[config.mk]
export PLATFORM = sky130hd
export DESIGN_NAME = ind_driver_flat
export DESIGN_NICKNAME = d
export VERILOG_FILES = /design/src/rtl/ind_pkg.sv /design/src/rtl/ind_driver_if.sv /design/src/rtl/ind_driver_bin2bcd.sv /design/src/rtl/ind_driver.sv /design/src/flat_wrapper.sv
export SDC_FILE = /design/constraint.sdc
export NUM_CORES = 1
export LEC_CHECK = 0
export BUFFER_PORTS_ARGS = -buffer_cell sky130_fd_sc_hd__buf_2
export CELL_PAD_IN_SITES_DETAIL_PLACEMENT = 0
export CELL_PAD_IN_SITES_GLOBAL_PLACEMENT = 1
export CORE_MARGIN = 8
export CORE_UTILIZATION = 40
export DETAILED_ROUTE_END_ITERATION = 6
export PLACE_DENSITY_LB_ADDON = 0.15
export SLEW_MARGIN = 10
export SYNTH_ARGS = -nofsm -noshare
export SYNTH_HDL_FRONTEND = slang
export SYNTH_SLANG_ARGS = --single-unit
[constraint.sdc]
create_clock -name clk_IND -period 7.1 [get_ports clk_IND]
set_clock_uncertainty 0.15 [all_clocks]
set_input_delay 0.71 -clock clk_IND [delete_from_list [all_inputs] [get_ports clk_IND]]
set_output_delay 0.71 -clock clk_IND [all_outputs]
set_load 0.02 [all_outputs]
[src/rtl/ind_pkg.sv]
// ind_pkg: result codes, 7-segment glyphs and FSM state encoding for ind_driver.
// rev 1.0
`default_nettype none

package ind_pkg;

  localparam int unsigned CODE_P  = 0;
  localparam int unsigned CODE_M  = 1;
  localparam int unsigned CODE_D0 = 2;
  localparam int unsigned CODE_D  = 4;

  // Segment order {g,f,e,d,c,b,a}, active-low
  localparam logic [6:0] SEG_0     = 7'b1000000;
  localparam logic [6:0] SEG_1     = 7'b1111001;
  localparam logic [6:0] SEG_2     = 7'b0100100;
  localparam logic [6:0] SEG_3     = 7'b0110000;
  localparam logic [6:0] SEG_4     = 7'b0011001;
  localparam logic [6:0] SEG_5     = 7'b0010010;
  localparam logic [6:0] SEG_6     = 7'b0000010;
  localparam logic [6:0] SEG_7     = 7'b1111000;
  localparam logic [6:0] SEG_8     = 7'b0000000;
  localparam logic [6:0] SEG_9     = 7'b0010000;
  localparam logic [6:0] SEG_BLANK = 7'b1111111;
  localparam logic [6:0] SEG_MINUS = 7'b0111111;
  localparam logic [6:0] SEG_E     = 7'b0000110;
  localparam logic [6:0] SEG_R     = 7'b0101111;

  typedef logic [1:0] state_t;
  localparam state_t ST_IDLE = 2'd0;
  localparam state_t ST_CONV = 2'd1;
  localparam state_t ST_LOAD = 2'd2;

  typedef enum logic [1:0] {
    MODE_POS,
    MODE_NEG,
    MODE_ERR,
    MODE_FIX
  } disp_mode_t;

  function automatic logic [6:0] digit_glyph(input logic [3:0] d);
    case (d)
      4'd0:    return SEG_0;
      4'd1:    return SEG_1;
      4'd2:    return SEG_2;
      4'd3:    return SEG_3;
      4'd4:    return SEG_4;
      4'd5:    return SEG_5;
      4'd6:    return SEG_6;
      4'd7:    return SEG_7;
      4'd8:    return SEG_8;
      4'd9:    return SEG_9;
      default: return SEG_BLANK;
    endcase
  endfunction

  // Unlisted codes fall back to the plain positive display
  function automatic disp_mode_t code_to_mode(input int unsigned code);
    case (code)
      CODE_M:  return MODE_NEG;
      CODE_D0: return MODE_ERR;
      CODE_D:  return MODE_FIX;
      default: return MODE_POS;
    endcase
  endfunction

endpackage

`default_nettype wire

[src/rtl/ind_driver_if.sv]
// ind_driver_if: result input and display output bundle of ind_driver.
// rev 1.0
`default_nettype none

interface ind_driver_if #(
  parameter int IND_1   = 11,
  parameter int CONTROL = 3
);
  logic [IND_1-1:0]   ind_1;
  logic [CONTROL-1:0] control;
  logic [4:0]         an;
  logic [6:0]         seg;
  logic               dp;
  logic               busy;

  modport master (output ind_1, output control, input an, input seg, input dp, input busy);
  modport slave  (input ind_1, input control, output an, output seg, output dp, output busy);
endinterface

`default_nettype wire

[src/rtl/ind_driver_bin2bcd.sv]
// bin2bcd: sequential shift-add-3 binary to BCD converter, one input bit per cycle.
// rev 1.0
`default_nettype none

module bin2bcd #(
  parameter int BIN_W  = 11,
  parameter int DIGITS = 4
) (
  input  wire logic                  clk_IND,
  input  wire logic                  rst_n_IND,
  input  wire logic                  i_load,
  input  wire logic [BIN_W-1:0]      i_bin,
  output logic                       o_done,
  output logic [4*DIGITS-1:0]        o_bcd
);

  localparam int CNT_W = $clog2(BIN_W + 1);

  logic [CNT_W-1:0]    r_cnt;
  logic [BIN_W-1:0]    r_bin;
  logic [4*DIGITS-1:0] r_bcd;
  logic [4*DIGITS-1:0] w_adj;

  for (genvar gi = 0; gi < DIGITS; gi++) begin : g_adj
    assign w_adj[4*gi +: 4] = (r_bcd[4*gi +: 4] >= 4'd5) ? r_bcd[4*gi +: 4] + 4'd3
                                                          : r_bcd[4*gi +: 4];
  end

  always_ff @(posedge clk_IND) begin
    if (!rst_n_IND) begin
      r_cnt <= '0;
      r_bin <= '0;
      r_bcd <= '0;
    end else if (i_load) begin
      r_cnt <= CNT_W'(BIN_W);
      r_bin <= i_bin;
      r_bcd <= '0;
    end else if (r_cnt != '0) begin
      r_bcd <= (w_adj << 1) | (4*DIGITS)'(r_bin[BIN_W-1]);
      r_bin <= r_bin << 1;
      r_cnt <= r_cnt - CNT_W'(1);
    end
  end

  // High during the final shift so the consumer can take the result on the next edge
  assign o_done = (r_cnt == CNT_W'(1));
  assign o_bcd  = r_bcd;

endmodule

`default_nettype wire

[src/rtl/ind_driver.sv]
// ind_driver: converts an ALU result to BCD and scans it onto five multiplexed 7-segment digits.
// rev 1.0
`default_nettype none

module ind_driver
  import ind_pkg::*;
#(
  parameter int IND_1    = 11,
  parameter int CONTROL  = 3,
  parameter int SCAN_DIV = 50000
) (
  input  wire logic   clk_IND,
  input  wire logic   rst_n_IND,
  ind_driver_if.slave bus
);

  localparam int PRE_W = (SCAN_DIV > 1) ? $clog2(SCAN_DIV) : 1;

  state_t             r_state;
  logic [IND_1-1:0]   r_cap_val;
  logic [CONTROL-1:0] r_cap_code;
  logic [15:0]        r_disp_bcd;
  logic [CONTROL-1:0] r_disp_code;
  logic               r_busy;
  logic [PRE_W-1:0]   r_pre;
  logic [2:0]         r_idx;
  logic [4:0]         r_an;
  logic [6:0]         r_seg;
  logic               r_dp;

  logic               w_change;
  logic               w_load;
  logic               w_conv_done;
  logic [15:0]        w_bcd;
  disp_mode_t         w_mode;
  logic [4:0]         w_show_dec;
  logic [4:0]         w_show_fix;
  logic [3:0]         w_nib;
  logic [6:0]         w_glyph;
  logic [6:0]         w_seg;
  logic               w_dp;

  assign w_change = {bus.control, bus.ind_1} != {r_cap_code, r_cap_val};
  assign w_load   = (r_state == ST_IDLE) && w_change;

  bin2bcd #(
    .BIN_W  (IND_1),
    .DIGITS (4)
  ) u_bin2bcd (
    .clk_IND   (clk_IND),
    .rst_n_IND (rst_n_IND),
    .i_load    (w_load),
    .i_bin     (bus.ind_1),
    .o_done    (w_conv_done),
    .o_bcd     (w_bcd)
  );

  always_ff @(posedge clk_IND) begin
    if (!rst_n_IND) begin
      r_state     <= ST_IDLE;
      r_cap_val   <= '0;
      r_cap_code  <= '0;
      r_disp_bcd  <= '0;
      r_disp_code <= '0;
      r_busy      <= 1'b0;
    end else begin
      case (r_state)
        ST_IDLE: begin
          if (w_change) begin
            r_cap_val  <= bus.ind_1;
            r_cap_code <= bus.control;
            r_busy     <= 1'b1;
            r_state    <= ST_CONV;
          end
        end
        ST_CONV: begin
          if (w_conv_done) begin
            r_state <= ST_LOAD;
          end
        end
        ST_LOAD: begin
          r_disp_bcd  <= w_bcd;
          r_disp_code <= r_cap_code;
          r_busy      <= 1'b0;
          r_state     <= ST_IDLE;
        end
        default: r_state <= ST_IDLE;
      endcase
    end
  end

  always_ff @(posedge clk_IND) begin
    if (!rst_n_IND) begin
      r_pre <= '0;
      r_idx <= 3'd0;
    end else if (r_pre == PRE_W'(SCAN_DIV - 1)) begin
      r_pre <= '0;
      r_idx <= (r_idx == 3'd4) ? 3'd0 : r_idx + 3'd1;
    end else begin
      r_pre <= r_pre + PRE_W'(1);
    end
  end

  assign w_mode     = code_to_mode(32'(r_disp_code));
  // Leading-zero blanking: a position shows if it or any higher digit is nonzero
  assign w_show_dec = {1'b0, |r_disp_bcd[15:12], |r_disp_bcd[15:8], |r_disp_bcd[15:4], 1'b1};
  assign w_show_fix = {1'b0, |r_disp_bcd[15:12], 3'b111};
  assign w_glyph    = digit_glyph(w_nib);

  always_comb begin
    w_nib = 4'd0;
    case (r_idx)
      3'd0:    w_nib = r_disp_bcd[3:0];
      3'd1:    w_nib = r_disp_bcd[7:4];
      3'd2:    w_nib = r_disp_bcd[11:8];
      3'd3:    w_nib = r_disp_bcd[15:12];
      default: w_nib = 4'd0;
    endcase
  end

  always_comb begin
    w_seg = SEG_BLANK;
    w_dp  = 1'b1;
    case (w_mode)
      MODE_ERR: begin
        case (r_idx)
          3'd0, 3'd1: w_seg = SEG_R;
          3'd2:       w_seg = SEG_E;
          default:    w_seg = SEG_BLANK;
        endcase
      end
      MODE_FIX: begin
        if (w_show_fix[r_idx]) begin
          w_seg = w_glyph;
        end
        w_dp = (r_idx != 3'd2);
      end
      default: begin
        if (w_show_dec[r_idx]) begin
          w_seg = w_glyph;
        end else if ((r_idx == 3'd4) && (w_mode == MODE_NEG)) begin
          w_seg = SEG_MINUS;
        end
      end
    endcase
  end

  always_ff @(posedge clk_IND) begin
    if (!rst_n_IND) begin
      r_an  <= 5'b11111;
      r_seg <= SEG_BLANK;
      r_dp  <= 1'b1;
    end else begin
      r_an  <= ~(5'b00001 << r_idx);
      r_seg <= w_seg;
      r_dp  <= w_dp;
    end
  end

  assign bus.an   = r_an;
  assign bus.seg  = r_seg;
  assign bus.dp   = r_dp;
  assign bus.busy = r_busy;

endmodule

`default_nettype wire

[src/flat_wrapper.sv]
// flat-port wrapper written by rule: the top's interface ports become plain ports
module ind_driver_flat import ind_pkg::*;
#(
  parameter int IND_1    = 11,
  parameter int CONTROL  = 3,
  parameter int SCAN_DIV = 50000
)
  (clk_IND, rst_n_IND, bus_ind_1, bus_control, bus_an, bus_seg, bus_dp, bus_busy);
  ind_driver_if #(.IND_1(IND_1), .CONTROL(CONTROL)) bus_i ();
  input  wire logic clk_IND;
  input  wire logic rst_n_IND;
  input wire logic [$bits(bus_i.ind_1)-1:0] bus_ind_1;
  input wire logic [$bits(bus_i.control)-1:0] bus_control;
  output wire logic [$bits(bus_i.an)-1:0] bus_an;
  output wire logic [$bits(bus_i.seg)-1:0] bus_seg;
  output wire logic [$bits(bus_i.dp)-1:0] bus_dp;
  output wire logic [$bits(bus_i.busy)-1:0] bus_busy;
  assign bus_i.ind_1 = bus_ind_1;
  assign bus_i.control = bus_control;
  assign bus_an = bus_i.an;
  assign bus_seg = bus_i.seg;
  assign bus_dp = bus_i.dp;
  assign bus_busy = bus_i.busy;
  ind_driver #(.IND_1(IND_1), .CONTROL(CONTROL), .SCAN_DIV(SCAN_DIV)) u_core (.clk_IND(clk_IND), .rst_n_IND(rst_n_IND), .bus(bus_i));
endmodule
Yosys cells after proc, flatten, opt, wreduce, memory -nomap -nowiden
Memory sizes are Yosys's and may differ from the RTL's.
Cells that the tools add are included.
Storage, ports and cells
  output and inout port bits: 14
  memory bits (read-only): 112
  register bits: 99
  word-level logic and storage cells: 92
  memories kept: 1
Memories
  (name not given): depth 16, width 7, read ports 1, clocked after memory_dff 0, write ports 0, line ind_pkg.sv:41  | case (d)
Operators by class
  add/subtract/negate cells: 7
  muxes and demuxes: 25
  $lt $le $gt $ge: 5
  shift operators: 1
  equality and inequality tests: 18
  reduce and logical (&&, ||, !) cells: 17
  bitwise logic cells: 3
Operator list (count)
  $pmux 7 s2: 2
  $mux 11: 2
  $mux 7: 3
  $mux 4: 5
  $add 16x1->16 const B: 1
  $eq 16x16->1 const B: 1
  $ge 4x3->1 const B: 4
  $or 16x1->16: 1
  $pmux 4 s4: 1
  $ne 14x14->1: 1
  $add 4x2->4 const B: 3
  $reduce_or 12->1: 1
  $eq 3x2->1 const B: 3
  $reduce_and 2->1: 4
  $reduce_or 8->1: 1
  $bmux 1 s3: 2
  $eq 2x2->1 const B: 3
  $eq 3x1->1 const B: 2
  $eq 3x3->1 const B: 2
  $mux 3: 2
  $pmux 2 s3: 1
  $reduce_or 2->1: 3
  $not 5->5: 1
  $shl 1x3->5 const A: 1
  20 further kinds: 26

Depth between registers and ports, before layout
Gate-level depths: netlist of run 1.
  depth in word-level cells: 7
  mapped depth: 10

By module
Synthesis of run 1 repeated with hierarchy kept, for this count alone.
Unflattened totals
  cells, all modules: 551
  area, all modules: 4730.8 um^2
By module, submodules not included
  ind_driver: seq. area each 1361.3 um^2, cells each 362, instances 1, area an instance 3201.8 um^2
  bin2bcd: seq. area each 620.6 um^2, cells each 189, instances 1, area an instance 1529.0 um^2

Least setup slack after synthesis of run 1
OpenSTA, ideal clock, no wires.
  kind: flip-flop to flip-flop
  start: reg u_core.r_idx[2]
  end: reg u_core.r_seg[4] (netlist: u_core.bus.seg[4])
  setup slack: 4.700 ns
  path buffers: 1
  cell stages (with the launch flop): 11
  period minus slack after synthesis: 2.400 ns
  required time: 6.816 ns
  data arrival time: 2.115 ns
  cells stage by stage: dfxtp_1 clkbuf_1 inv_1 ha_1 nand2_1 o21ai_1 inv_1 ha_1 mux2_4 a221oi_2 or4_1
On the way
  longest elaborated chain between the ends: 5
  elaborated cells between the ends (all ways): 15
Ends and longest elaborated chain
  start: declaration: line ind_driver.sv:26  | logic [2:0] r_idx;
  start signal: assignment: line ind_driver.sv:98  | r_idx <= (r_idx == 3'd4) ? 3'd0 : r_idx + 3'd1;
  $eq 3x2->1 (tied with other cells): line ind_driver.sv:112  | case (r_idx)
  $pmux 4 s4: line ind_driver.sv:112
  $mem_v2 16x7
  $mux 7, on equally long branches: line ind_driver.sv:139, ind_driver.sv:133
  $pmux 7 s2 *: line ind_driver.sv:124  | case (w_mode)
  end signal: assignment: line ind_driver.sv:155  | r_seg <= w_seg;
  end: declaration: line ind_driver.sv:28  | logic [6:0] r_seg;
Every way passes the cells marked *; elsewhere a longest branch is shown, timed or not. The select of a mux whose other input is x is not followed.
A chain may end at the register's enable or synchronous reset.

Final worst setup path of run 1
  start: reg u_core.r_idx[0]
  end: reg u_core.r_seg[4] (netlist: u_core.bus.seg[4])
The elaborated chain is that of the path after synthesis.

==> flow_metrics.env, run 1 <==
export IMPL_status="complete, no violations"
export IMPL_synth_area_per_cell_sq_um=8.58
export IMPL_max_stage_delay_ps=450
export IMPL_layout_drive_gt1_share_pct=12.0
export IMPL_min_to="u_core.r_pre[0]"
export IMPL_viasPerCell=5.26
export IMPL_ioPinCount=30
export IMPL_firstDrtPassIters=5
export IMPL_core_area_sq_mm=0.0114
export IMPL_die_x_microns=124
export IMPL_clkSlewWorstSetupHoldPaths_ps=60
export IMPL_drv_slew=0
export IMPL_grt_antenna_before_repair=0
export IMPL_routed_wl_microns=10200
export IMPL_fin_nets=599
export IMPL_cts_buffers=9
export IMPL_crit_slowest_cell="dfxtp_1"
export IMPL_drtAntennaViolNets=0
export IMPL_globalRouteTotalUtil_pct=13.4
export IMPL_critPathMaxFanout=11
export IMPL_setup_viol=0
export IMPL_leakage_nw=1.98
export IMPL_required_ps=7160
export IMPL_crit_top_cell="ha_1"
export IMPL_ys_warn_count=0
export IMPL_clock_sinks=99
export IMPL_r2r_cells=8
export IMPL_path_cells="inv_1 > ha_1 > a222oi_1 > a2bb2oi_2 > ha_1 > mux2_4 > a221oi_2 > or4_1"
export IMPL_power_per_cell_area_mw_per_mm2=248
export IMPL_grt_pass1_wl_microns=17200
export IMPL_clkLatencyLatePin_ps=340
export IMPL_drt_iter0_drc=297
export IMPL_final_common_cell="nand2_1"
export IMPL_num_vias=3742
export IMPL_max_slew_margin_pct=41.4
export IMPL_start_kind="flop"
export IMPL_fin_crit_ps=2740
export IMPL_fillCellCount=1142
export IMPL_worst_hold_slack_ps=306
export IMPL_rsz0062_at_grt="false"
export IMPL_grt_ovfl_total=0
export IMPL_root_buffer="clkbuf_16"
export IMPL_synth_fp_nets=581
export IMPL_syn_inst=546
export IMPL_hold_viol=0
export IMPL_die_area_sq_mm=0.0154
export IMPL_synth_edf_count=0
export IMPL_start_util_pct=41.0
export IMPL_cts_setup_buffers=0
export IMPL_hold_depth=1
export IMPL_holdCritPathClass="reg -> reg"
export IMPL_yosysSeqAreaShare_pct=42.3
export IMPL_htreeDepth=3
export IMPL_criticalPathCategory="reg -> reg"
export IMPL_fp_dieH_microns=124
export IMPL_arrival_ps=2800
export IMPL_insertedDiodeCount=0
export IMPL_synth_cell_type_count=56
export IMPL_hpwlAfterDp_microns=7180
export IMPL_reg2reg_from="u_core.r_idx[0]"
export IMPL_endpoint_kind="flop"
export IMPL_cts_resized=0
export IMPL_timing_setup_tns_ps=0
export IMPL_grt_max_degree=67
export IMPL_grt_pass1_vias=3448
export IMPL_maxCapViolCount=0
export IMPL_timing_final_crit_share_pct=38.5
export IMPL_reg2reg_slack_ps=4360
export IMPL_syn_area_sq_mm=0.00468
export IMPL_cts_hold_buf=0
export IMPL_rows=39
export IMPL_cts_tree="done"
export IMPL_worstReg2RegEnd="u_core.bus.seg[4]"
export IMPL_cts_buffer_depth=2
export IMPL_fmax_ghz=0.366
export IMPL_peakVddDrop_mv=0.195
export IMPL_synthArstFlopShare_pct=0
export IMPL_wl_per_cell_microns=14.4
export IMPL_ys_seq_elements=99
export IMPL_synthToLayoutAreaGrowth_pct=11.8
export IMPL_drc=0
export IMPL_numPortBuffers=29
export IMPL_layout_common_cells="nand2_1 (105), dfxtp_1 (99), nor2_1 (35), buf_2 (29), a21oi_1 (26)"
export IMPL_hold_path_startpoint="u_core.r_pre[0]"
export IMPL_yosys_most_used_dff="dfxtp_1"
export IMPL_tightest_slew_ps=878
export IMPL_gp_congestion=0.777
final cells by class:
type	count	area, sq um	area share [%]
tap	143	179	3.42
multi-input combinational	407	2540	48.6
clock buffer	15	278	5.31
timing repair buffer	32	168	3.20
sequential	99	1980	37.9
inverter	15	56.3	1.08
clock inverter	1	30.0	0.574
registers in the layout, summed over array words and instances, names as in the netlist:
signal	count
u_core.r_idx	3
u_core.bus.dp	1
u_core.r_disp_bcd	16
u_core.r_pre	16
u_core.bus.busy	1
u_core.r_state	2
u_core.u_bin2bcd.r_bin	11
u_core.u_bin2bcd.o_bcd	16
u_core.r_cap_code	3
u_core.r_disp_code	3
u_core.bus.an	5
u_core.u_bin2bcd.r_cnt	4
u_core.bus.seg	7
u_core.r_cap_val	11
kinds of logic (layout without fill, tap and decap cells):
logic type / Yosys count / in the layout / share of synthesized area (%)
simple gates: 219 / 219 / 22.0
mux: 15 / 15 / 3.42
buf+inv: 40 / 63 / 3.58
compound gates: 120 / 120 / 17.2
xor+xnor: 34 / 34 / 6.36
flops: 99 / 99 / 42.3
fa+ha+maj: 19 / 19 / 5.08
critical path: cells and delay by family (launching register included):
kind,cells,cell delay (ps)
flops,1,450
buf+inv,1,100
simple gates,1,410
compound gates,3,760
mux,1,150
fa+ha+maj,2,590
worst max path at each step:
| stage | from | endpoint | slack (ps) | depth (start not counted) |
|---|---|---|---|---|
| 3_3_place_gp | u_core.r_idx[0] | u_core.bus.seg[4] | 4390 | 9 |
| 4_1_cts | u_core.r_idx[0] | u_core.bus.seg[4] | 4360 | 9 |
| 6_report | u_core.r_idx[0] | u_core.bus.seg[4] | 4360 | 8 |
| 2_1_floorplan | u_core.r_idx[2] | u_core.bus.seg[4] | 4700 | 10 |
| 3_5_place_dp | u_core.r_idx[0] | u_core.bus.seg[4] | 4380 | 9 |
| 5_1_grt | u_core.r_idx[0] | u_core.bus.seg[4] | 4200 | 9 |
cell usage after synthesis (13+ instances only):
master / number / area [sq um]
a21oi_1: 26 / 130
nor2_1: 35 / 131
nand2_1: 105 / 394
a21boi_0: 25 / 188
nand3_1: 15 / 75.1
o21ai_1: 15 / 75.1
o21ai_0: 14 / 70.1
inv_1: 15 / 56.3
clkbuf_1: 13 / 48.8
xor2_1: 21 / 184
ha_1: 19 / 238
dfxtp_1: 99 / 1980
xnor2_1: 13 / 114
metrics by stage:
stage	cells	setup slack (ps)	area, sq um	utilization (%)	power, mW
floorplan	546	4700	4680	-	0.763
detailed placement	696	4380	4930	43.2	0.813
CTS	712	4360	5240	45.8	1.32
finish	712	4360	5240	45.8	1.30
global placement	696	4390	4930	43.2	0.810
global route	712	4200	5240	45.8	1.37
per-layer routing:
layer | GRT usage (%) | part of all wire (%)
met2 | 19.6 | 43
met3 | 4.60 | 5.6
met4 | 4.96 | 1.9
met5 | 0 | 0
met1 | 17.6 | 49
where the power goes:
| part | internal (mW) | switching [mW] | total (mW) |
|---|---|---|---|
| registers | 0.592 | 0.0313 | 0.623 |
| clock network | 0.303 | 0.197 | 0.500 |
| logic | 0.0664 | 0.111 | 0.177 |
Power figures use the tool's default switching activity.
==> run 2, diff against run 1 <==
--- a/config.mk
+++ b/config.mk
@@ -5,6 +5,7 @@
 export SDC_FILE = /design/constraint.sdc
 export NUM_CORES = 1
 export LEC_CHECK = 0
+export ABC_AREA = 1
 export BUFFER_PORTS_ARGS = -buffer_cell sky130_fd_sc_hd__buf_2
 export CELL_PAD_IN_SITES_DETAIL_PLACEMENT = 0
 export CELL_PAD_IN_SITES_GLOBAL_PLACEMENT = 1
==> constraint.sdc (replaced) <==
create_clock -name clk_IND -period 2.31 [get_ports clk_IND]
set_clock_uncertainty 0.15 [all_clocks]
set_input_delay 0.231 -clock clk_IND [delete_from_list [all_inputs] [get_ports clk_IND]]
set_output_delay 0.231 -clock clk_IND [all_outputs]
set_load 0.02 [all_outputs]
==> flow_metrics.env, run 2 <==
export IMPL_internal_power_mw=2.79
export IMPL_holdCritPathClass="in -> reg"
export IMPL_fin_crit_ps=2120
export IMPL_synth_cell_type_count=31
export IMPL_rsz0062_at_grt="false"
export IMPL_critPathMaxFanout=5
export IMPL_synthArstFlopShare_pct=0
export IMPL_criticalPathCategory="reg -> reg"
export IMPL_max_stage_delay_ps=340
export IMPL_fmax_ghz=0.471
export IMPL_viasPerCell=4.91
export IMPL_die_area_sq_mm=0.0156
export IMPL_core_area_sq_mm=0.0115
export IMPL_grt_pass1_wl_microns=18100
export IMPL_cts_setup_buffers=0
export IMPL_cts_buffer_depth=2
export IMPL_die_x_microns=125
export IMPL_insertedDiodeCount=0
export IMPL_timing_setup_tns_ps=0
export IMPL_grt_max_degree=34
export IMPL_ys_seq_elements=99
export IMPL_clkLatencyLatePin_ps=340
export IMPL_gp_congestion=0.803
export IMPL_required_ps=2390
export IMPL_syn_area_sq_mm=0.00473
export IMPL_placedCellCount=823
export IMPL_synth_top_area_share_pct=41.9
export IMPL_ys_warn_count=0
export IMPL_synth_fp_nets=697
export IMPL_status="complete, no violations"
export IMPL_rows=39
export IMPL_path_cells="inv_1 > ha_1 > inv_1 > nor2_2 > nand2_1 > nand2_1 > inv_1 > nand2_1 > inv_1 > ha_1 > nor2_1 > o21ai_0 > nand2_1 > nand2_1"
export IMPL_synth_largest_area_cell="dfxtp_1"
export IMPL_max_slew_margin_pct=67.9
export IMPL_arrival_ps=2200
export IMPL_numPortBuffers=29
export IMPL_drv_slew=0
export IMPL_fin_cells=845
export IMPL_fp_dieH_microns=125
export IMPL_p_sw_mw=0.959
export IMPL_swShare_pct=25.6
export IMPL_crit_end="u_core.bus.seg[3]"
export IMPL_hpwlAfterDp_microns=7590
export IMPL_root_buffer="clkbuf_16"
export IMPL_reg2reg_from="u_core.r_idx[0]"
export IMPL_drt_iter0_drc=279
export IMPL_synthTopCellsByArea="dfxtp_1 (42%), nand2_1 (12%), inv_1 (6.7%)"
export IMPL_hold_viol=0
export IMPL_grt_pass1_vias=3926
export IMPL_synth_area_per_cell_sq_um=7.14
export IMPL_maxCapViolCount=0
export IMPL_endpoint_kind="flop"
export IMPL_crit_top_cell="nand2_1"
export IMPL_synth_most_common_cell="nand2_1"
export IMPL_yosysSeqAreaShare_pct=41.9
export IMPL_globalRouteTotalUtil_pct=13.8
export IMPL_ioPinCount=30
export IMPL_p_seq_share_pct=48.6
export IMPL_cts_buffers=9
export IMPL_worstReg2RegEnd="u_core.bus.seg[3]"
export IMPL_layout_drive_gt1_share_pct=10.5
export IMPL_grt_ovfl_total=0
export IMPL_worst_hold_slack_ps=47.2
export IMPL_tightest_slew_ps=477
export IMPL_crit_buf_inv=4
export IMPL_power_per_cell_area_mw_per_mm2=692
export IMPL_grt_antenna_before_repair=0
export IMPL_firstDrtPassIters=4
export IMPL_start_util_pct=41.2
export IMPL_yosys_most_used_dff="dfxtp_1"
export IMPL_timing_final_crit_share_pct=91.8
export IMPL_drtAntennaViolNets=0
export IMPL_critical_path_top_delay_family="simple AND/OR/NAND/NOR gates"
export IMPL_num_vias=4153
export IMPL_synth_edf_count=0
export IMPL_peakVddDrop_mv=0.754
export IMPL_fin_nets=732
export IMPL_r2r_cells=14
export IMPL_hold_path_startpoint="bus_ind_1[5]"
export IMPL_clockPowerShare_pct=40.7
export IMPL_fillCellCount=1173
export IMPL_routed_wl_microns=10600
export IMPL_start_kind="flop"
export IMPL_layout_common_cells="nand2_1 (153), dfxtp_1 (96), inv_1 (85), nor2_1 (62), o21ai_0 (62)"
export IMPL_setup_viol=0
export IMPL_wl_per_cell_microns=12.5
export IMPL_reg2reg_slack_ps=190
export IMPL_synthTopCellsByCount="nand2_1 (153), dfxtp_1 (99), inv_1 (85)"
export IMPL_syn_inst=662
export IMPL_leakage_nw=2.38
export IMPL_power_frac_comb_pct=10.7
export IMPL_cp_startpoint="u_core.r_idx[0]"
export IMPL_final_common_cell="nand2_1"
export IMPL_clock_sinks=99
export IMPL_synthToLayoutAreaGrowth_pct=14.7
export IMPL_cp_depth=14
export IMPL_clkSlewWorstSetupHoldPaths_ps=70
export IMPL_cts_tree="done"
export IMPL_htreeDepth=3
export IMPL_drc=0
export IMPL_crit_slowest_cell="dfxtp_2"
run 2: final cells by class:
| cell class | count | area (sq um) | share of cell area (%) |
|---|---|---|---|
| clock buffer | 10 | 239 | 4.41 |
| clock inverter | 6 | 65.1 | 1.20 |
| inverter | 86 | 323 | 5.96 |
| multi-input combinational | 456 | 2340 | 43.1 |
| sequential | 99 | 1990 | 36.6 |
| tap | 143 | 179 | 3.30 |
| timing repair buffer | 45 | 293 | 5.40 |
run 2: worst min path at each step:
| stage | cells past startpoint | to | slack [ps] |
|---|---|---|---|
| CTS | 3 | u_core.r_cap_val[5] | 40 |
| finish | 3 | u_core.r_cap_val[5] | 50 |
| detailed placement | 1 | u_core.r_pre[0] | 290 |
| floorplan | 2 | u_core.r_cap_code[0] | 190 |
| global route | 3 | u_core.r_cap_val[9] | 70 |
| global placement | 1 | u_core.r_pre[0] | 280 |
run 2: power groups by stage:
| stage | clock network, mW | registers [mW] | logic, mW |
|---|---|---|---|
| after floorplan | 0 | 1.87 | 0.269 |
| after global placement | 0 | 1.86 | 0.394 |
| after detailed placement | 0 | 1.86 | 0.401 |
| after CTS | 1.58 | 1.83 | 0.409 |
| after global routing | 1.64 | 1.83 | 0.459 |
| final | 1.53 | 1.83 | 0.401 |
run 2: timing repair:
action | 4_1_cts | 5_1_grt
hold buffers | 6 | 0
gates resized for setup | 0 | 8
endpoints found under the hold margin | 9 | 0
endpoints found under the setup margin | 0 | 7
run 2: per-layer routing:
layer,GRT usage [%],vias up,wire length (microns)
met3,4.04,8,325
met2,24.1,43,5150
met1,16.3,1895,4990
met5,0,-,0
li1,-,2207,-
met4,2.91,0,90
run 2: worst reg2reg max path, stage by stage, from the launching register on:
cell	delay, ps
dfxtp_2	340
inv_1	120
ha_1	210
inv_1	60
nor2_2	110
nand2_1	60
nand2_1	50
inv_1	30
nand2_1	120
inv_1	100
ha_1	280
nor2_1	140
o21ai_0	100
nand2_1	60
nand2_1	50
run 2: kinds of logic (layout without fill, tap and decap cells):
logic type / after synthesis / after routing / synth area share, %
adders and majority gates: 19 / 19 / 5.03
AOI/OAI and AO/OA: 119 / 119 / 13.3
DFF: 99 / 99 / 41.9
and+or+nand+nor: 305 / 305 / 28.3
xor gates and xnor gates: 13 / 13 / 2.41
buffers and inverters: 107 / 147 / 8.97
run 2: metrics by stage:
stage                     power (mW)  worst slack [ps]  utilization (%)  instance area (sq um)
after global routing            3.93              1.57             47.3                   5420
after CTS                       3.81              58.7             47.1                   5400
final                           3.75               189             47.3                   5420
after detailed placement        2.27              82.5             43.9                   5040
after floorplan                 2.14               295                -                   4730
after global placement          2.26               185             43.9                   5040
